<file path="config.mk">
export PLATFORM = sky130hd
export DESIGN_NAME = game_cmd_driver
export DESIGN_NICKNAME = d
export VERILOG_FILES = /design/src/rtl/game_cmd_driver.sv
export SDC_FILE = /design/constraint.sdc
export NUM_CORES = 1
export LEC_CHECK = 0
export CORE_MARGIN = 2
export CORE_UTILIZATION = 40
export DETAILED_ROUTE_END_ITERATION = 16
export DONT_BUFFER_PORTS = 1
export SLEW_MARGIN = 5
export SYNTH_ARGS = -nofsm -noshare
export SYNTH_HDL_FRONTEND = slang
export SYNTH_SLANG_ARGS = --single-unit
</file>
<file path="constraint.sdc">
create_clock -name clk -period 7 [get_ports clk]
set_clock_uncertainty 0.1 [all_clocks]
set_input_delay 0.35 -clock clk [delete_from_list [all_inputs] [get_ports clk]]
set_output_delay 0.35 -clock clk [all_outputs]
set_load 0.1 [all_outputs]
</file>
<file path="src/rtl/game_cmd_driver.sv">
// game_cmd_driver: buffers host commands in a FIFO and issues each one to the
// game core only when the core is in the matching phase, then scores the
// core's response into saturating ok/err counters.
module game_cmd_driver #(
    parameter int unsigned DEPTH = 8
) (
    input  logic                     clk,
    input  logic                     rst,
    input  logic                     cmd_valid,
    output logic                     cmd_ready,
    input  logic                     cmd_player,
    input  logic [1:0]               cmd_kind,
    input  logic [2:0]               cmd_code,
    input  logic                     phase_in,
    input  logic [1:0]               winner_in,
    input  logic                     purchase_success_p1,
    input  logic                     purchase_success_p2,
    input  logic                     err_no_inventory,
    input  logic                     err_wrong_distance,
    output logic                     turn,
    output logic                     play_valid,
    output logic [2:0]               play_action,
    output logic                     buy_valid_p1,
    output logic                     buy_valid_p2,
    output logic [2:0]               buy_code_p1,
    output logic [2:0]               buy_code_p2,
    output logic                     start_round,
    output logic                     busy,
    output logic                     done,
    output logic [7:0]               ok_count,
    output logic [7:0]               err_count,
    output logic [$clog2(DEPTH):0]   fifo_count
);

    localparam int unsigned AW = $clog2(DEPTH);
    localparam int unsigned CW = AW + 1;
    localparam int unsigned EW = 6;

    localparam logic [1:0] K_PLAY  = 2'd0;
    localparam logic [1:0] K_BUY   = 2'd1;
    localparam logic [1:0] K_START = 2'd2;
    localparam logic [1:0] K_RSV   = 2'd3;

    typedef enum logic [2:0] {
        S_IDLE,
        S_ISSUE,
        S_RESP,
        S_WAIT_PH,
        S_DONE
    } state_t;

    state_t         state_q, state_d;
    logic [EW-1:0]  mem_q [DEPTH];
    logic [AW-1:0]  wr_ptr_q, wr_ptr_d;
    logic [AW-1:0]  rd_ptr_q, rd_ptr_d;
    logic [CW-1:0]  count_q, count_d;
    logic [2:0]     cur_q, cur_d;          // {player, kind} of the command in flight
    logic           turn_q, turn_d;
    logic           play_valid_q, play_valid_d;
    logic [2:0]     play_action_q, play_action_d;
    logic           buy_valid_p1_q, buy_valid_p1_d;
    logic           buy_valid_p2_q, buy_valid_p2_d;
    logic [2:0]     buy_code_p1_q, buy_code_p1_d;
    logic [2:0]     buy_code_p2_q, buy_code_p2_d;
    logic           start_round_q, start_round_d;
    logic           done_q, done_d;
    logic [7:0]     ok_count_q, ok_count_d;
    logic [7:0]     err_count_q, err_count_d;

    logic           full, empty, push, pop, flush, ok_inc, err_inc, success;
    logic [EW-1:0]  head;
    logic           head_player;
    logic [1:0]     head_kind;
    logic [2:0]     head_code;
    logic           phase_ok;

    // FIFO status and head decode
    always_comb begin
        full        = (count_q == CW'(DEPTH));
        empty       = (count_q == '0);
        cmd_ready   = !full && (state_q != S_DONE);
        push        = cmd_valid && cmd_ready;
        head        = mem_q[rd_ptr_q];
        head_player = head[5];
        head_kind   = head[4:3];
        head_code   = head[2:0];
        busy        = (state_q != S_IDLE) || !empty;
        fifo_count  = count_q;
    end

    // Next-state, strobe and counter logic; a nonzero winner overrides everything
    always_comb begin
        state_d        = state_q;
        cur_d          = cur_q;
        turn_d         = turn_q;
        play_valid_d   = 1'b0;
        play_action_d  = play_action_q;
        buy_valid_p1_d = 1'b0;
        buy_valid_p2_d = 1'b0;
        buy_code_p1_d  = buy_code_p1_q;
        buy_code_p2_d  = buy_code_p2_q;
        start_round_d  = 1'b0;
        done_d         = done_q;
        pop            = 1'b0;
        flush          = 1'b0;
        ok_inc         = 1'b0;
        err_inc        = 1'b0;
        success        = 1'b0;
        phase_ok       = 1'b0;

        case (state_q)
            S_IDLE: begin
                if (!empty) begin
                    phase_ok = ((head_kind == K_PLAY)  && !phase_in) ||
                               ((head_kind == K_BUY)   &&  phase_in) ||
                               ((head_kind == K_START) &&  phase_in);
                    if (head_kind == K_RSV) begin
                        pop     = 1'b1;
                        err_inc = 1'b1;
                    end else if (phase_ok) begin
                        pop     = 1'b1;
                        cur_d   = {head_player, head_kind};
                        state_d = S_ISSUE;
                        if (head_kind == K_PLAY) begin
                            play_valid_d  = 1'b1;
                            turn_d        = head_player;
                            play_action_d = head_code;
                        end else if (head_kind == K_BUY) begin
                            if (head_player) begin
                                buy_valid_p2_d = 1'b1;
                                buy_code_p2_d  = head_code;
                            end else begin
                                buy_valid_p1_d = 1'b1;
                                buy_code_p1_d  = head_code;
                            end
                        end else begin
                            start_round_d = 1'b1;
                        end
                    end
                end
            end
            S_ISSUE: begin
                state_d = (cur_q[1:0] == K_START) ? S_WAIT_PH : S_RESP;
            end
            S_RESP: begin
                if (cur_q[1:0] == K_BUY) begin
                    success = cur_q[2] ? purchase_success_p2 : purchase_success_p1;
                end else begin
                    success = !(err_no_inventory || err_wrong_distance);
                end
                ok_inc  = success;
                err_inc = !success;
                state_d = S_IDLE;
            end
            S_WAIT_PH: begin
                if (!phase_in) begin
                    ok_inc  = 1'b1;
                    state_d = S_IDLE;
                end
            end
            S_DONE: begin
                state_d = S_DONE;
            end
            default: begin
                state_d = S_IDLE;
            end
        endcase

        if (winner_in != 2'd0) begin
            state_d        = S_DONE;
            done_d         = 1'b1;
            flush          = 1'b1;
            pop            = 1'b0;
            ok_inc         = 1'b0;
            err_inc        = 1'b0;
            play_valid_d   = 1'b0;
            buy_valid_p1_d = 1'b0;
            buy_valid_p2_d = 1'b0;
            start_round_d  = 1'b0;
        end

        ok_count_d  = (ok_inc  && (ok_count_q  != 8'hFF)) ? ok_count_q  + 8'd1 : ok_count_q;
        err_count_d = (err_inc && (err_count_q != 8'hFF)) ? err_count_q + 8'd1 : err_count_q;
    end

    // FIFO pointer and occupancy update; flush clears everything
    always_comb begin
        wr_ptr_d = wr_ptr_q + AW'(push);
        rd_ptr_d = rd_ptr_q + AW'(pop);
        count_d  = count_q + CW'(push) - CW'(pop);
        if (flush) begin
            wr_ptr_d = '0;
            rd_ptr_d = '0;
            count_d  = '0;
        end
    end

    // FIFO storage; contents need no reset since occupancy gates reads
    always_ff @(posedge clk) begin
        if (push) begin
            mem_q[wr_ptr_q] <= {cmd_player, cmd_kind, cmd_code};
        end
    end

    // State, pointer and output registers
    always_ff @(posedge clk or posedge rst) begin
        if (rst) begin
            state_q        <= S_IDLE;
            wr_ptr_q       <= '0;
            rd_ptr_q       <= '0;
            count_q        <= '0;
            cur_q          <= '0;
            turn_q         <= 1'b0;
            play_valid_q   <= 1'b0;
            play_action_q  <= 3'd0;
            buy_valid_p1_q <= 1'b0;
            buy_valid_p2_q <= 1'b0;
            buy_code_p1_q  <= 3'd0;
            buy_code_p2_q  <= 3'd0;
            start_round_q  <= 1'b0;
            done_q         <= 1'b0;
            ok_count_q     <= 8'd0;
            err_count_q    <= 8'd0;
        end else begin
            state_q        <= state_d;
            wr_ptr_q       <= wr_ptr_d;
            rd_ptr_q       <= rd_ptr_d;
            count_q        <= count_d;
            cur_q          <= cur_d;
            turn_q         <= turn_d;
            play_valid_q   <= play_valid_d;
            play_action_q  <= play_action_d;
            buy_valid_p1_q <= buy_valid_p1_d;
            buy_valid_p2_q <= buy_valid_p2_d;
            buy_code_p1_q  <= buy_code_p1_d;
            buy_code_p2_q  <= buy_code_p2_d;
            start_round_q  <= start_round_d;
            done_q         <= done_d;
            ok_count_q     <= ok_count_d;
            err_count_q    <= err_count_d;
        end
    end

    assign turn         = turn_q;
    assign play_valid   = play_valid_q;
    assign play_action  = play_action_q;
    assign buy_valid_p1 = buy_valid_p1_q;
    assign buy_valid_p2 = buy_valid_p2_q;
    assign buy_code_p1  = buy_code_p1_q;
    assign buy_code_p2  = buy_code_p2_q;
    assign start_round  = start_round_q;
    assign done         = done_q;
    assign ok_count     = ok_count_q;
    assign err_count    = err_count_q;

endmodule

</file>
-- Word-level counts from Yosys, hierarchy flattened
Memories as Yosys holds them, arrays and structs flattened.
Index checks and enable logic that the tools add are counted.
- register bits: 47
- latch bits: 0
- bits in writable memories: 48
- ROM bits: 0
- input bits: 16
- output and inout port bits: 37
- memories kept: 1
- memories (name ; depth ; width ; rd ports ; clocked after memory_dff ; wr ports ; RTL line ; source):
    mem_q ; 8 ; 6 ; 1 ; 0 ; 1 ; 53 ; logic [EW-1:0] mem_q [DEPTH];
- add/sub/neg operators: 6
- multipliers: 0
- div/mod/pow operators: 0
- magnitude comparators: 0
- equal/unequal tests: 17
- shift-type cells: 0
- multiplexer cells: 57
- bitwise operators: 4
- reductions and logical operators: 26
- operators by type and width (operator ; number):
    1-bit 2-to-1 mux ; 46
    3-bit 2-to-1 mux ; 7
    8-bit by 1-bit adder with 8-bit output (second input constant) ; 2
    8-bit inequality test (second input constant) ; 2
    3-bit inequality test (second input constant) ; 5
    7-bit AND reduction ; 2
    3-bit case mux with 4 select lines ; 1
    4-bit AND reduction ; 2
    1-bit logical AND ; 7
    3-bit by 1-bit adder with 3-bit output ; 2
    2-bit == test (second input constant) ; 3
    3-bit by 2-bit == test with 1-bit output (second input constant) ; 2
    1-bit logical NOT ; 5
    5-bit AND reduction ; 1
    4-bit by 1-bit adder with 4-bit output ; 1
    2-bit by 1-bit == test with 1-bit output (second input constant) ; 2
    4-bit == test (second input constant) ; 1
    4-bit logical NOT ; 1
    1-bit logical OR ; 4
    4-bit 2-to-1 mux ; 1
    1-bit inverter ; 4
    1-bit case mux with 2 select lines ; 2
    4-bit by 1-bit subtractor with 4-bit output ; 1
    3-bit by 1-bit == test with 1-bit output (second input constant) ; 1
    other kinds (5) ; 5

-- Depth between registers and ports, before layout
Gate-level depths: netlist (run 1).
An unclocked memory read counts as a cell.
- word-level depth: 12
- mapped depth: 15
- depth with buffers taken out: 14

-- Worst setup path before layout (run 1)
OpenSTA, ideal clock, no wires.
- kind: register to register
- start: reg count_q[2] (netlist: fifo_count[2])
- end: reg count_q[2] (netlist: fifo_count[2])
- library setup time: 124 ps
- arrival: 4508 ps
- data required time: 6776 ps
- slack: 2267 ps
- stages on the path, launching flop included: 11
- period minus slack after synthesis: 4733 ps
- path through: dfrtp_1 -> inv_1 -> ha_1 -> a22oi_1 -> nand2_1 -> ha_1 -> inv_1 -> ha_1 -> fa_1 -> xnor2_1 -> nor2_1
- cells in the longest elaborated chain, start to end: 7
- ends and longest elaborated chain (item ; RTL line ; source):
    start: declaration ; 56 ; logic [CW-1:0] count_q, count_d;
    start signal: assignment ; 228 ; count_q <= count_d;
    4-bit == test ; 79 ; full = (count_q == CW'(DEPTH));
    1-bit logical NOT ; 81 ; cmd_ready = !full && (state_q != S_DONE);
    1-bit logical AND ; 81 ;
    named net cmd_ready ; 10 ; output logic cmd_ready,
    1-bit logical AND ; 82 ; push = cmd_valid && cmd_ready;
    4-bit by 1-bit adder with 4-bit output ; 190 ; count_d = count_q + CW'(push) - CW'(pop);
    4-bit by 1-bit subtractor with 4-bit output ; 190 ;
    4-bit 2-to-1 mux ; 191 ; if (flush) begin
    named net count_d[2] ; 56 ;
The timed path passes the listed nets, and every way through them passes these cells.
A chain may end at the register's enable or synchronous reset.

-- Final worst setup path (run 1)
- start: reg rd_ptr_q[0]
- end: reg count_q[2] (netlist: fifo_count[2])
- cells in the longest elaborated chain, start to end: 12
- ends and longest elaborated chain (item ; RTL line ; source):
    start: declaration ; 55 ; logic [AW-1:0] rd_ptr_q, rd_ptr_d;
    start signal: assignment ; 227 ; rd_ptr_q <= rd_ptr_d;
    memory 8 x 6 bit (*) ; - ;
    named net head[3] ; 71 ; logic [EW-1:0] head;
    2-bit by 1-bit == test with 1-bit output / 2-bit logical NOT (equally long branches) ; 115, 114 ;
    1-bit logical AND, on equally long branches ; 115, 114 ;
    1-bit logical OR ; 114 ; phase_ok = ((head_kind == K_PLAY) && !phase_in) ||
    1-bit logical OR ; 115 ; ((head_kind == K_BUY) && phase_in) ||
    1-bit 2-to-1 mux ; 120 ; end else if (phase_ok) begin
    1-bit 2-to-1 mux (*) ; 117 ; if (head_kind == K_RSV) begin
    1-bit 2-to-1 mux (*) ; 113 ; if (!empty) begin
    1-bit 2-to-1 mux (*) ; 111 ; case (state_q)
    1-bit 2-to-1 mux (*) ; 169 ; if (winner_in != 2'd0) begin
    4-bit by 1-bit subtractor with 4-bit output (*) ; 190 ;
    4-bit 2-to-1 mux (*) ; 191 ;
    named net count_d[2] ; 56 ;
The timed path passes the listed nets; every way through them passes the cells marked *.

==> flow_results.xml, run 1 <==
<?xml version="1.0" encoding="UTF-8"?>
<metrics>
  <group name="logic_synthesis">
    <metric name="ys_seq_elements" unit="">95</metric>
    <metric name="syn_avg_cell_area" unit="µm²">15.2</metric>
    <metric name="postSynthCellCount" unit="">271</metric>
    <metric name="synth_flop_cell" unit="">edfxtp_1</metric>
    <metric name="unique_cell_type_count_in_the_yosys_netlist" unit="">41</metric>
    <metric name="synth-edff-count" unit="">48</metric>
    <metric name="asyncSetResetFlopFracSynth" unit="%">49.5</metric>
    <metric name="synth.cell_area" unit="µm²">4130</metric>
    <metric name="synthesis.yosys.warnings" unit="">0</metric>
    <metric name="yosysSeqAreaShare" unit="%">63.4</metric>
    <metric name="postSynthNetCount" unit="">304</metric>
  </group>
  <group name="drt">
    <metric name="vias" unit="">2175</metric>
    <metric name="met1_length" unit="µm">3440</metric>
    <metric name="drt_iter0_drc" unit="">80</metric>
    <metric name="maxUsedRoutingLayer" unit="">met4</metric>
    <metric name="dr.pass1.iters" unit="">6</metric>
    <metric name="number_of_vias_per_cell" unit="">5.08</metric>
    <metric name="postRouteAntennaNets" unit="">0</metric>
    <metric name="drt_wl_total" unit="µm">7340</metric>
    <metric name="drc_errors" unit="">0</metric>
    <metric name="met3WireLength" unit="µm">445</metric>
    <metric name="routed_length_per_instance" unit="µm">17.2</metric>
    <metric name="routed-wl-met2" unit="µm">3360</metric>
  </group>
  <group name="power">
    <metric name="peakVddDrop" unit="V">0.0000807</metric>
    <metric name="p_leak" unit="µW">0.00181</metric>
    <metric name="pwr-share-seq" unit="%">63.9</metric>
    <metric name="cell_internal_pwr" unit="µW">720</metric>
    <metric name="power_switching_share" unit="%">21.6</metric>
    <metric name="share_clk_of_total_power" unit="%">34.4</metric>
    <metric name="power_switching" unit="µW">198</metric>
    <metric name="power.density_cell_area" unit="nW/µm²">202</metric>
    <metric name="combPwrFrac" unit="%">1.6</metric>
  </group>
  <group name="layout">
    <metric name="ff_latch_area" unit="µm²">2620</metric>
    <metric name="fillers" unit="">930</metric>
    <metric name="multi_input_area" unit="µm²">1460</metric>
    <metric name="area_grow_syn2layout" unit="%">10.1</metric>
    <metric name="num-nets-final" unit="">320</metric>
    <metric name="post-route-cell-area" unit="µm²">4550</metric>
    <metric name="antenna_cells_inserted" unit="">0</metric>
    <metric name="drive_gt1_share" unit="%">19.5</metric>
    <metric name="finalCoreUtilization" unit="%">44.6</metric>
  </group>
  <group name="global_routing">
    <metric name="grt.total_usage" unit="%">14.3</metric>
    <metric name="initial_antenna_violation_count" unit="">0</metric>
    <metric name="grt_pass1_wl" unit="µm">11900</metric>
    <metric name="overflow" unit="">0</metric>
    <metric name="pin_count_of_the_biggest_net_entering_global_routing" unit="">48</metric>
    <metric name="vias_in_the_first_global_route" unit="">2214</metric>
  </group>
  <group name="placed_design">
    <metric name="dpl_cell_area" unit="µm²">4300</metric>
    <metric name="dp_worst_setup_slack" unit="ns">3.06</metric>
    <metric name="place_congestion" unit="">0.775</metric>
    <metric name="port_buffers" unit="">0</metric>
    <metric name="dp.final_hpwl" unit="µm">5030</metric>
  </group>
  <group name="clock_tree">
    <metric name="tritoncts_clock_tree" unit="">built</metric>
    <metric name="worstSkewPairLatency" unit="ns">0.37</metric>
    <metric name="clock_tree.buffer_depth" unit="">2</metric>
    <metric name="cts_made_buffers" unit="">9</metric>
    <metric name="root_buffer" unit="">clkbuf_8</metric>
    <metric name="tritoncts_num_sinks" unit="">95</metric>
    <metric name="clock_tree.htree_level_count" unit="">3</metric>
    <metric name="cts.reportedPaths.clkPinSlew" unit="ns">0.09</metric>
  </group>
  <group name="worst_setup_path">
    <metric name="crit_end_element" unit="">flop</metric>
    <metric name="crit_buf_inv" unit="">1</metric>
    <metric name="worst-setup-path-type" unit="">flop to flop</metric>
    <metric name="timing.critical_path.from_type" unit="">flop</metric>
    <metric name="critPathMaxStageDelay" unit="ns">0.85</metric>
    <metric name="critPathMaxFanout" unit="">13</metric>
    <metric name="cp_data_required_time" unit="ns">7.15</metric>
    <metric name="critical-path-top-cell-by-count" unit="">ha_1</metric>
    <metric name="cp_cell_sequence" unit="">mux4_2, mux2_2, ha_1, nand2b_1, o22ai_1, a21oi_1, ha_1, inv_1, ha_1, fa_1, xnor2_1, nor2_1</metric>
    <metric name="critical-path-slowest-cell" unit="">dfrtp_1</metric>
    <metric name="critical_path_s_top_delay_family" unit="">adder cells</metric>
    <metric name="worst_ep_arrival_time" unit="ns">4.11</metric>
  </group>
  <group name="run_status">
    <metric name="failed_checks" unit="">negative hold slack</metric>
    <metric name="outcome" unit="">finished, violations left</metric>
  </group>
  <group name="timing">
    <metric name="report.final.slew_viol_count" unit="">0</metric>
    <metric name="post-route-period-util" unit="%">56.4</metric>
    <metric name="timing_worst_slew_pin_value" unit="ns">1.23</metric>
    <metric name="grt_setup_unrepaired" unit="">false</metric>
    <metric name="summed_negative_setup_slack_over_all_endpoints" unit="ns">0</metric>
    <metric name="endpoints_failing_setup" unit="">0</metric>
    <metric name="final_hold_viol_count" unit="">34</metric>
    <metric name="slew_headroom" unit="%">17.9</metric>
    <metric name="clock.fmax" unit="GHz">0.253</metric>
    <metric name="timing.hold.ws" unit="ns">-0.0201</metric>
    <metric name="post_route_minimum_period" unit="ns">3.95</metric>
    <metric name="setup_slack" unit="ns">3.05</metric>
  </group>
  <group name="die">
    <metric name="die-width" unit="µm">106</metric>
    <metric name="total_i_o_pin_count" unit="">53</metric>
    <metric name="rows" unit="">37</metric>
    <metric name="initial_utilization" unit="%">40.5</metric>
    <metric name="fp.dieArea" unit="µm²">11200</metric>
    <metric name="placeableCoreArea" unit="µm²">10200</metric>
    <metric name="die_y" unit="µm">106</metric>
  </group>
  <group name="worst_hold_path">
    <metric name="hold_path.class" unit="">input pin to async pin</metric>
  </group>
  <group name="run">
    <metric name="cap_viol_max_count" unit="">0</metric>
  </group>
</metrics>
## cells in the mapped netlist, types with 2 or more instances
| master | instances | share of area [%] |
|---|---|---|
| inv_1 | 13 | 1.2 |
| nand3_1 | 7 | 0.85 |
| nor3b_1 | 2 | 0.36 |
| nand2b_1 | 5 | 0.76 |
| ha_1 | 16 | 4.8 |
| xnor2_1 | 10 | 2.1 |
| nor3_1 | 10 | 1.2 |
| xor2_1 | 8 | 1.7 |
| edfxtp_1 | 48 | 35 |
| and2_1 | 6 | 0.91 |
| clkbuf_1 | 3 | 0.27 |
| mux2_2 | 17 | 4.6 |
| and4_1 | 3 | 0.64 |
| nand2_1 | 11 | 1.0 |
| mux2_4 | 3 | 1.1 |
| and3_1 | 3 | 0.45 |
| dfrtp_1 | 47 | 28 |
| nor4_1 | 3 | 0.45 |
| mux4_2 | 12 | 6.5 |
| nor2_1 | 15 | 1.4 |
| a22oi_1 | 2 | 0.36 |
| a21oi_1 | 4 | 0.48 |
| nand4_1 | 5 | 0.76 |
## flip-flops by register name (all words and copies together) (netlist names)
signal        flops
mem_q            48
err_count         8
ok_count          8
fifo_count        4
buy_code_p1       3
buy_code_p2       3
cur_q             3
play_action       3
rd_ptr_q          3
state_q           3
wr_ptr_q          3
buy_valid_p1      1
buy_valid_p2      1
done              1
play_valid        1
start_round       1
turn              1
## cells by family (layout without fill, tap and decap cells)
group	after synthesis	after routing	synth area share [%]
and+or+nand+nor	76	76	10.2
xor gates and xnor gates	18	18	3.82
adders and majority gates	17	17	5.33
DFF	95	95	63.4
AOI/OAI and AO/OA	15	15	3.15
muxes	33	33	12.5
buffers and inverters	17	38	1.58
## power by group through the flow
stage	clock (µW)	combinational (µW)	sequential (µW)
2_1_floorplan	0	6.76	599
3_3_place_gp	0	9.32	599
3_5_place_dp	0	9.51	599
4_1_cts	325	15.8	587
5_1_grt	349	17.3	587
6_report	316	15.1	587
## area by class of cell
cell class | count | area share, %
tap | 136 | 3.74
inverter | 13 | 1.07
clock inverter | 5 | 0.743
multi-input combinational | 159 | 32.1
timing repair buffer | 9 | 1.93
clock buffer | 11 | 2.89
sequential | 95 | 57.6
## metrics by stage
stage / total power [µW] / cells
detailed placement: 609 / 404
CTS: 928 / 428
finish: 918 / 428
floorplan: 606 / 271
global placement: 609 / 404
global route: 954 / 428
## per-layer routing
layer | vias up | GRT usage, %
li1 | 1027 | -
met1 | 1086 | 19.5
met2 | 55 | 20.9
met3 | 7 | 5.38
met4 | 0 | 5.36
met5 | - | 0
## final timing paths
| path | start | endpoint | slack (ns) | cells after the start |
|---|---|---|---|---|
| max in group asynchronous | rst | wr_ptr_q[0] | 6.21 | 1 |
| hold reg to reg | cur_q[2] | cur_q[2] | 0.46 | 1 |
| setup / recovery | rd_ptr_q[0] | fifo_count[2] | 3.05 | 12 |
| hold / removal | rst | err_count[5] | -0.02 | 1 |
| min in group clk | phase_in | state_q[1] | 0.07 | 2 |
| setup reg to reg | rd_ptr_q[0] | fifo_count[2] | 3.05 | 12 |
## cell usage in the layout, fill, tap and decap left out, drive strengths merged, types with 4 or more instances in the layout
cell type,instances
and2,6
dlygate4sd3,8
ha,16
a21oi,4
clkbuf,11
nand2,12
nand3,7
xnor2,10
nor2,16
nand2b,5
edfxtp,48
nand4,5
xor2,8
mux2,20
dfrtp,47
nor3,10
inv,14
mux4,12
## what timing repair did
item,in CTS,in global routing
resized for setup,0,0
endpoints found under the hold margin,49,0
buffers inserted,0,0
hold buffers,8,0
Note: power is estimated with default switching activity, not from simulation.
==> run 2: changes to the inputs <==
ABC_AREA = 1   (was unset)
clock period = 3.3 ns   (was 7 ns; I/O delays follow)
==> flow_results.xml, run 2 <==
<?xml version="1.0" encoding="UTF-8"?>
<metrics>
  <group name="run_status">
    <metric name="outcome" unit="">finished clean</metric>
  </group>
  <group name="logic_synthesis">
    <metric name="synthDominantCellAreaShare" unit="%">31.1</metric>
    <metric name="synthesis.yosys.warnings" unit="">0</metric>
    <metric name="unique_cell_type_count_in_the_yosys_netlist" unit="">35</metric>
    <metric name="synthMostInstantiatedCell" unit="">nand2_1</metric>
    <metric name="yosysSeqAreaShare" unit="%">56.5</metric>
    <metric name="syn_avg_cell_area" unit="µm²">9.27</metric>
    <metric name="asyncSetResetFlopFracSynth" unit="%">49.5</metric>
    <metric name="yosys.area.top_type" unit="">edfxtp_1</metric>
    <metric name="synth-edff-count" unit="">48</metric>
    <metric name="commonest_cells_post_synth" unit="">151 x nand2_1, 71 x inv_1, 48 x edfxtp_1, 48 x nor2_1, 47 x dfrtp_1</metric>
    <metric name="synth_flop_cell" unit="">edfxtp_1</metric>
    <metric name="postSynthCellCount" unit="">500</metric>
    <metric name="post_synth_main_area_contributors" unit="">edfxtp_1 31%, dfrtp_1 25%, nand2_1 12%</metric>
    <metric name="postSynthNetCount" unit="">533</metric>
    <metric name="ys_seq_elements" unit="">95</metric>
    <metric name="synth.cell_area" unit="µm²">4640</metric>
  </group>
  <group name="worst_hold_path">
    <metric name="hold_path.class" unit="">input pin to flop</metric>
  </group>
  <group name="die">
    <metric name="fp.dieArea" unit="µm²">12500</metric>
    <metric name="total_i_o_pin_count" unit="">53</metric>
    <metric name="die_y" unit="µm">112</metric>
    <metric name="die-width" unit="µm">112</metric>
    <metric name="rows" unit="">39</metric>
    <metric name="initial_utilization" unit="%">40.8</metric>
    <metric name="placeableCoreArea" unit="µm²">11400</metric>
  </group>
  <group name="clock_tree">
    <metric name="cts_made_buffers" unit="">9</metric>
    <metric name="root_buffer" unit="">clkbuf_16</metric>
    <metric name="tritoncts_num_sinks" unit="">95</metric>
    <metric name="clock_tree.htree_level_count" unit="">3</metric>
    <metric name="clock_tree.buffer_depth" unit="">2</metric>
    <metric name="cts.reportedPaths.clkPinSlew" unit="ns">0.07</metric>
    <metric name="tritoncts_clock_tree" unit="">built</metric>
    <metric name="worstSkewPairLatency" unit="ns">0.35</metric>
  </group>
  <group name="global_routing">
    <metric name="pin_count_of_the_biggest_net_entering_global_routing" unit="">48</metric>
    <metric name="initial_antenna_violation_count" unit="">0</metric>
    <metric name="grt_pass1_wl" unit="µm">15900</metric>
    <metric name="grt.total_usage" unit="%">16.0</metric>
    <metric name="overflow" unit="">0</metric>
    <metric name="vias_in_the_first_global_route" unit="">3159</metric>
  </group>
  <group name="run">
    <metric name="cap_viol_max_count" unit="">0</metric>
  </group>
  <group name="drt">
    <metric name="drt_wl_total" unit="µm">9610</metric>
    <metric name="routed_length_per_instance" unit="µm">13.8</metric>
    <metric name="drc_errors" unit="">0</metric>
    <metric name="postRouteAntennaNets" unit="">0</metric>
    <metric name="vias" unit="">3308</metric>
    <metric name="dr.pass1.iters" unit="">4</metric>
    <metric name="drt_iter0_drc" unit="">260</metric>
    <metric name="number_of_vias_per_cell" unit="">4.75</metric>
  </group>
  <group name="worst_setup_path">
    <metric name="worstReg2RegStart" unit="">rd_ptr_q[0]</metric>
    <metric name="crit_end_element" unit="">flop</metric>
    <metric name="timing.critical_path.from_type" unit="">flop</metric>
    <metric name="worstRegToRegCells" unit="">20</metric>
    <metric name="critical_path.endpoint" unit="">fifo_count[1]</metric>
    <metric name="worst_ep_arrival_time" unit="ns">3.31</metric>
    <metric name="cp_data_required_time" unit="ns">3.47</metric>
    <metric name="rr_endpoint" unit="">fifo_count[1]</metric>
    <metric name="crit_path_start" unit="">rd_ptr_q[0]</metric>
    <metric name="critPathMaxFanout" unit="">6</metric>
    <metric name="setup.reg_to_reg.worst_slack" unit="ns">0.16</metric>
    <metric name="worst-setup-path-type" unit="">flop to flop</metric>
  </group>
  <group name="timing">
    <metric name="final_hold_viol_count" unit="">0</metric>
    <metric name="report.final.slew_viol_count" unit="">0</metric>
    <metric name="post-route-period-util" unit="%">95.2</metric>
    <metric name="clock.fmax" unit="GHz">0.318</metric>
    <metric name="post_route_minimum_period" unit="ns">3.14</metric>
    <metric name="timing_worst_slew_pin_value" unit="ns">1.01</metric>
    <metric name="endpoints_failing_setup" unit="">0</metric>
    <metric name="slew_headroom" unit="%">32.6</metric>
  </group>
  <group name="layout">
    <metric name="largest_register" unit="">mem_q</metric>
    <metric name="fillers" unit="">1049</metric>
    <metric name="antenna_cells_inserted" unit="">0</metric>
    <metric name="drive_gt1_share" unit="%">16.8</metric>
    <metric name="num-nets-final" unit="">582</metric>
    <metric name="layout.cells.non_filler" unit="">697</metric>
    <metric name="layout_common_cells" unit="">149 x nand2_1, 66 x inv_1, 48 x edfxtp_1</metric>
    <metric name="post-route-cell-area" unit="µm²">5500</metric>
    <metric name="area_grow_syn2layout" unit="%">18.7</metric>
    <metric name="most_common_cell_after_layout_fill_and_taps_aside" unit="">nand2_1</metric>
    <metric name="largest_register_ffs" unit="">48</metric>
    <metric name="finalCoreUtilization" unit="%">48.4</metric>
  </group>
  <group name="placed_design">
    <metric name="dpl_cell_area" unit="µm²">4980</metric>
    <metric name="place_congestion" unit="">0.819</metric>
    <metric name="dp.cells" unit="">664</metric>
    <metric name="dp.final_hpwl" unit="µm">6720</metric>
    <metric name="port_buffers" unit="">0</metric>
  </group>
  <group name="power">
    <metric name="peakVddDrop" unit="V">0.000280</metric>
    <metric name="p_leak" unit="µW">0.00260</metric>
    <metric name="power.density_cell_area" unit="nW/µm²">433</metric>
  </group>
</metrics>
==> run 2: cell types whose count changed after synthesis, sizes merged, moves of 19 or more <==
cell   previous run  this run
inv              13        73
mux2             20         0
nand2            12       157
nand3             7        41
nor2             16        52
o21ai             0        19
==> run 2: kinds of logic (layout without fill, tap and decap cells) <==
kind of cell             count (synthesis)  count (layout)  synth area share [%]
buffers and inverters                   81             135                  7.04
AO/OA/AOI/OAI                           26              26                  3.32
adder cells (fa/ha/maj)                 17              17                  4.75
AND/OR/NAND/NOR                        266             266                  25.6
XOR/XNOR                                15              15                  2.83
flip-flops                              95              95                  56.5
==> run 2: repair_timing <==
| item | 4_1_cts | 5_1_grt |
|---|---|---|
| setup buffers | 0 | 7 |
| pin swaps | 0 | 6 |
| hold buffers | 10 | 0 |
| hold endpoints to repair | 99 | 0 |
| setup endpoints to repair | 2 | 3 |
| gates resized for setup | 1 | 20 |
==> run 2: final cells by class <==
type	count	area, µm²	area share [%]
clock buffers	9	225	4.09
clock inverters	7	85.1	1.55
inverters	73	277	5.03
multi-input cells	324	1740	31.7
flip-flops and latches	95	2620	47.7
well taps	143	179	3.25
repair buffers	46	370	6.73
==> run 2: through the flow <==
step            TNS, ns  hold WS [ns]  worst slack (ns)  power (µW)
4_1_cts               0        0.0633           0.00307        2410
6_report              0        0.0768             0.159        2380
5_1_grt        -0.00471         0.106          -0.00471        2460
3_3_place_gp          0         0.164            0.0817        1290
3_5_place_dp    -0.0749         0.164           -0.0612        1290
2_1_floorplan         0         0.164            0.0269        1290
==> run 2: metal layers <==
metal,up-vias,wire length (µm),global-route usage [%]
li1,1690,-,-
met1,1546,4570,22.0
met2,56,4540,25.1
met3,16,300,3.21
met4,0,190,6.26
met5,-,0,0
==> run 2: worst min-delay path by stage <==
stage	from	endpoint	slack, ns	cells past startpoint
after global routing	winner_in[1]	err_count[4]	0.11	5
after global placement	cmd_code[1]	mem_q[4][1]	0.16	0
final	winner_in[1]	err_count[6]	0.08	5
after CTS	winner_in[1]	err_count[4]	0.06	5
after floorplan	cmd_code[0]	mem_q[0][0]	0.16	0
after detailed placement	cmd_code[1]	mem_q[4][1]	0.16	0
==> run 2: worst max-delay path, stage by stage, from the launching register on <==
cell,delay (ns)
dfrtp_2,0.40
buf_4,0.16
nand2_1,0.07
o211ai_1,0.10
nand2_1,0.08
inv_1,0.06
o21ai_4,0.20
inv_2,0.08
ha_2,0.19
nor2_2,0.10
nand2_1,0.10
nand2_2,0.10
nand2_1,0.07
nand3_2,0.07
inv_2,0.05
ha_1,0.26
inv_1,0.04
ha_1,0.19
fa_2,0.53
inv_1,0.04
nor2_1,0.09
==> run 2: report_power, final <==
part	leakage [µW]	switching (µW)	internal [µW]
Clock	0.000154	489	607
Sequential	0.00107	0	1250
Combinational	0.00138	29.9	11.3
==> run 3: changes to the inputs <==
clock period = 3.46 ns   (was 3.3 ns; I/O delays follow)
==> flow_results.xml, run 3 (synthesized netlist as in run 2, its figures left out) <==
<?xml version="1.0" encoding="UTF-8"?>
<metrics>
  <group name="die">
    <metric name="rows" unit="">39</metric>
    <metric name="total_i_o_pin_count" unit="">53</metric>
    <metric name="fp.dieArea" unit="µm²">12500</metric>
    <metric name="initial_utilization" unit="%">40.8</metric>
    <metric name="die-width" unit="µm">112</metric>
    <metric name="die_y" unit="µm">112</metric>
    <metric name="placeableCoreArea" unit="µm²">11400</metric>
  </group>
  <group name="global_routing">
    <metric name="grt.total_usage" unit="%">16.1</metric>
    <metric name="pin_count_of_the_biggest_net_entering_global_routing" unit="">48</metric>
    <metric name="gr-max-usage-layer" unit="">met2</metric>
    <metric name="initial_antenna_violation_count" unit="">0</metric>
    <metric name="grt_use_met2" unit="%">24.5</metric>
    <metric name="vias_in_the_first_global_route" unit="">3198</metric>
    <metric name="grt_pass1_wl" unit="µm">16000</metric>
    <metric name="overflow" unit="">0</metric>
    <metric name="groute.layer.met1.usage" unit="%">22.2</metric>
    <metric name="gr-usage-met3" unit="%">4.57</metric>
  </group>
  <group name="worst_setup_path">
    <metric name="worst_ep_arrival_time" unit="ns">3.26</metric>
    <metric name="critical-path-slowest-cell" unit="">dfrtp_2</metric>
    <metric name="worst-setup-path-type" unit="">flop to flop</metric>
    <metric name="worstReg2RegStart" unit="">rd_ptr_q[0]</metric>
    <metric name="crit_path_start" unit="">rd_ptr_q[0]</metric>
    <metric name="cp_data_required_time" unit="ns">3.57</metric>
    <metric name="crit_buf_inv" unit="">6</metric>
    <metric name="timing.critical_path.from_type" unit="">flop</metric>
    <metric name="critPathMaxStageDelay" unit="ns">0.41</metric>
    <metric name="critPathMaxFanout" unit="">15</metric>
    <metric name="critical_path_s_top_delay_family" unit="">adder cells</metric>
    <metric name="cp_cell_sequence" unit="">buf_4, inv_6, o21ai_0, nand2_1, inv_1, o21ai_2, inv_1, ha_1, nor2_1, nand2_1, nand2_2, nand2_1, nand3_1, inv_1, ha_1, inv_1, ha_1, fa_1, xnor2_1, nor2_1</metric>
    <metric name="critical-path-top-cell-by-count" unit="">inv_1</metric>
    <metric name="crit_end_element" unit="">flop</metric>
  </group>
  <group name="timing">
    <metric name="clock.fmax" unit="GHz">0.317</metric>
    <metric name="timing_worst_slew_pin_value" unit="ns">0.975</metric>
    <metric name="grt_setup_unrepaired" unit="">false</metric>
    <metric name="report.final.slew_viol_count" unit="">0</metric>
    <metric name="post-route-period-util" unit="%">91.1</metric>
    <metric name="endpoints_failing_setup" unit="">0</metric>
    <metric name="summed_negative_setup_slack_over_all_endpoints" unit="ns">0</metric>
    <metric name="final_hold_viol_count" unit="">0</metric>
    <metric name="post_route_minimum_period" unit="ns">3.15</metric>
    <metric name="slew_headroom" unit="%">34.9</metric>
  </group>
  <group name="clock_tree">
    <metric name="clock_tree.htree_level_count" unit="">3</metric>
    <metric name="cts_made_buffers" unit="">9</metric>
    <metric name="clock_tree.buffer_depth" unit="">2</metric>
    <metric name="tritoncts_num_sinks" unit="">95</metric>
    <metric name="tritoncts_clock_tree" unit="">built</metric>
    <metric name="root_buffer" unit="">clkbuf_16</metric>
    <metric name="cts.reportedPaths.clkPinSlew" unit="ns">0.07</metric>
    <metric name="worstSkewPairLatency" unit="ns">0.35</metric>
  </group>
  <group name="layout">
    <metric name="post-route-cell-area" unit="µm²">5390</metric>
    <metric name="largest_register" unit="">mem_q</metric>
    <metric name="finalCoreUtilization" unit="%">47.4</metric>
    <metric name="most_common_cell_after_layout_fill_and_taps_aside" unit="">nand2_1</metric>
    <metric name="multi_input_area" unit="µm²">1700</metric>
    <metric name="fillers" unit="">1031</metric>
    <metric name="drive_gt1_share" unit="%">13.7</metric>
    <metric name="layout_common_cells" unit="">150 x nand2_1, 69 x inv_1, 48 x nor2_1, 48 x edfxtp_1, 44 x dfrtp_1</metric>
    <metric name="antenna_cells_inserted" unit="">0</metric>
    <metric name="layout.cells.non_filler" unit="">689</metric>
    <metric name="ff_latch_area" unit="µm²">2620</metric>
    <metric name="area_grow_syn2layout" unit="%">16.3</metric>
    <metric name="largest_register_ffs" unit="">48</metric>
    <metric name="num-nets-final" unit="">574</metric>
  </group>
  <group name="drt">
    <metric name="number_of_vias_per_cell" unit="">4.72</metric>
    <metric name="routed_length_per_instance" unit="µm">13.4</metric>
    <metric name="drc_errors" unit="">0</metric>
    <metric name="postRouteAntennaNets" unit="">0</metric>
    <metric name="vias" unit="">3249</metric>
    <metric name="drt_iter0_drc" unit="">241</metric>
    <metric name="drt_wl_total" unit="µm">9230</metric>
    <metric name="dr.pass1.iters" unit="">5</metric>
  </group>
  <group name="worst_hold_path">
    <metric name="hold_path.class" unit="">input pin to flop</metric>
    <metric name="hp-start" unit="">winner_in[1]</metric>
  </group>
  <group name="power">
    <metric name="p_leak" unit="µW">0.00257</metric>
    <metric name="power.density_cell_area" unit="nW/µm²">418</metric>
    <metric name="peakVddDrop" unit="V">0.000227</metric>
  </group>
  <group name="placed_design">
    <metric name="place_congestion" unit="">0.803</metric>
    <metric name="port_buffers" unit="">0</metric>
    <metric name="dp.cells" unit="">661</metric>
    <metric name="dp.final_hpwl" unit="µm">6550</metric>
    <metric name="dpl_cell_area" unit="µm²">4960</metric>
  </group>
  <group name="run">
    <metric name="cap_viol_max_count" unit="">0</metric>
  </group>
  <group name="run_status">
    <metric name="outcome" unit="">finished clean</metric>
  </group>
</metrics>
-- run 3: cell types whose count changed in the layout (fill, tap and decap cells not counted), sizes merged --
| cell | change |
|---|---|
| buf | -8 |
-- run 3: path summary, 6_finish.rpt --
kind / end / slack, ns / depth (start not counted)
max: fifo_count[2] / 0.31 / 20
min: err_count[3] / 0.08 / 5
max reg2reg: fifo_count[2] / 0.31 / 20
min reg2reg: cur_q[1] / 0.41 / 2
max in group asynchronous: fifo_count[2] / 2.17 / 2
min in group asynchronous: rd_ptr_q[1] / 0.42 / 2
-- run 3: layer usage --
| metal | share of wire, % | vias to the layer above |
|---|---|---|
| met5 | 0 | - |
| met4 | 1.4 | 0 |
| met3 | 5.3 | 12 |
| met2 | 47 | 61 |
| met1 | 46 | 1502 |
| li1 | - | 1674 |
-- run 3: worst reg2reg max path, delay by kind of cell (launching register included) --
family | cells | cell delay [ns]
adders and majority gates | 4 | 1.04
and+or+nand+nor | 7 | 0.52
buffers and inverters | 6 | 0.51
DFF | 1 | 0.41
AOI/OAI and AO/OA | 2 | 0.28
xor gates and xnor gates | 1 | 0.17
-- run 3: layout make-up --
type	instances	share of cell area [%]
clock inverter	7	1.55
timing repair buffer	38	5.71
clock buffer	9	4.18
multi-input combinational	324	31.5
inverter	73	5.17
tap	143	3.32
sequential	95	48.6
-- run 3: power by group --
part / internal, µW / total [µW] / switching, µW
clock: 577 / 1030 / 449
combinational: 10.1 / 38.1 / 28.0
sequential: 1190 / 1190 / 0
total: 1770 / 2250 / 477
-- run 3: through the flow --
stage          hold WS [ns]  total power [µW]  setup slack [ns]
2_1_floorplan         0.172              1230            0.0434
3_3_place_gp          0.172              1230             0.202
3_5_place_dp          0.172              1230            0.0869
4_1_cts              0.0802              2280            0.0667
5_1_grt               0.114              2330            0.0156
6_report             0.0849              2250             0.308
-- run 3: what timing repair did --
action / in CTS / in global routing
gates resized for setup: 0 / 7
hold endpoints to repair: 99 / 0
setup buffers: 0 / 2
hold buffers: 10 / 0
endpoints found under the setup margin: 0 / 2
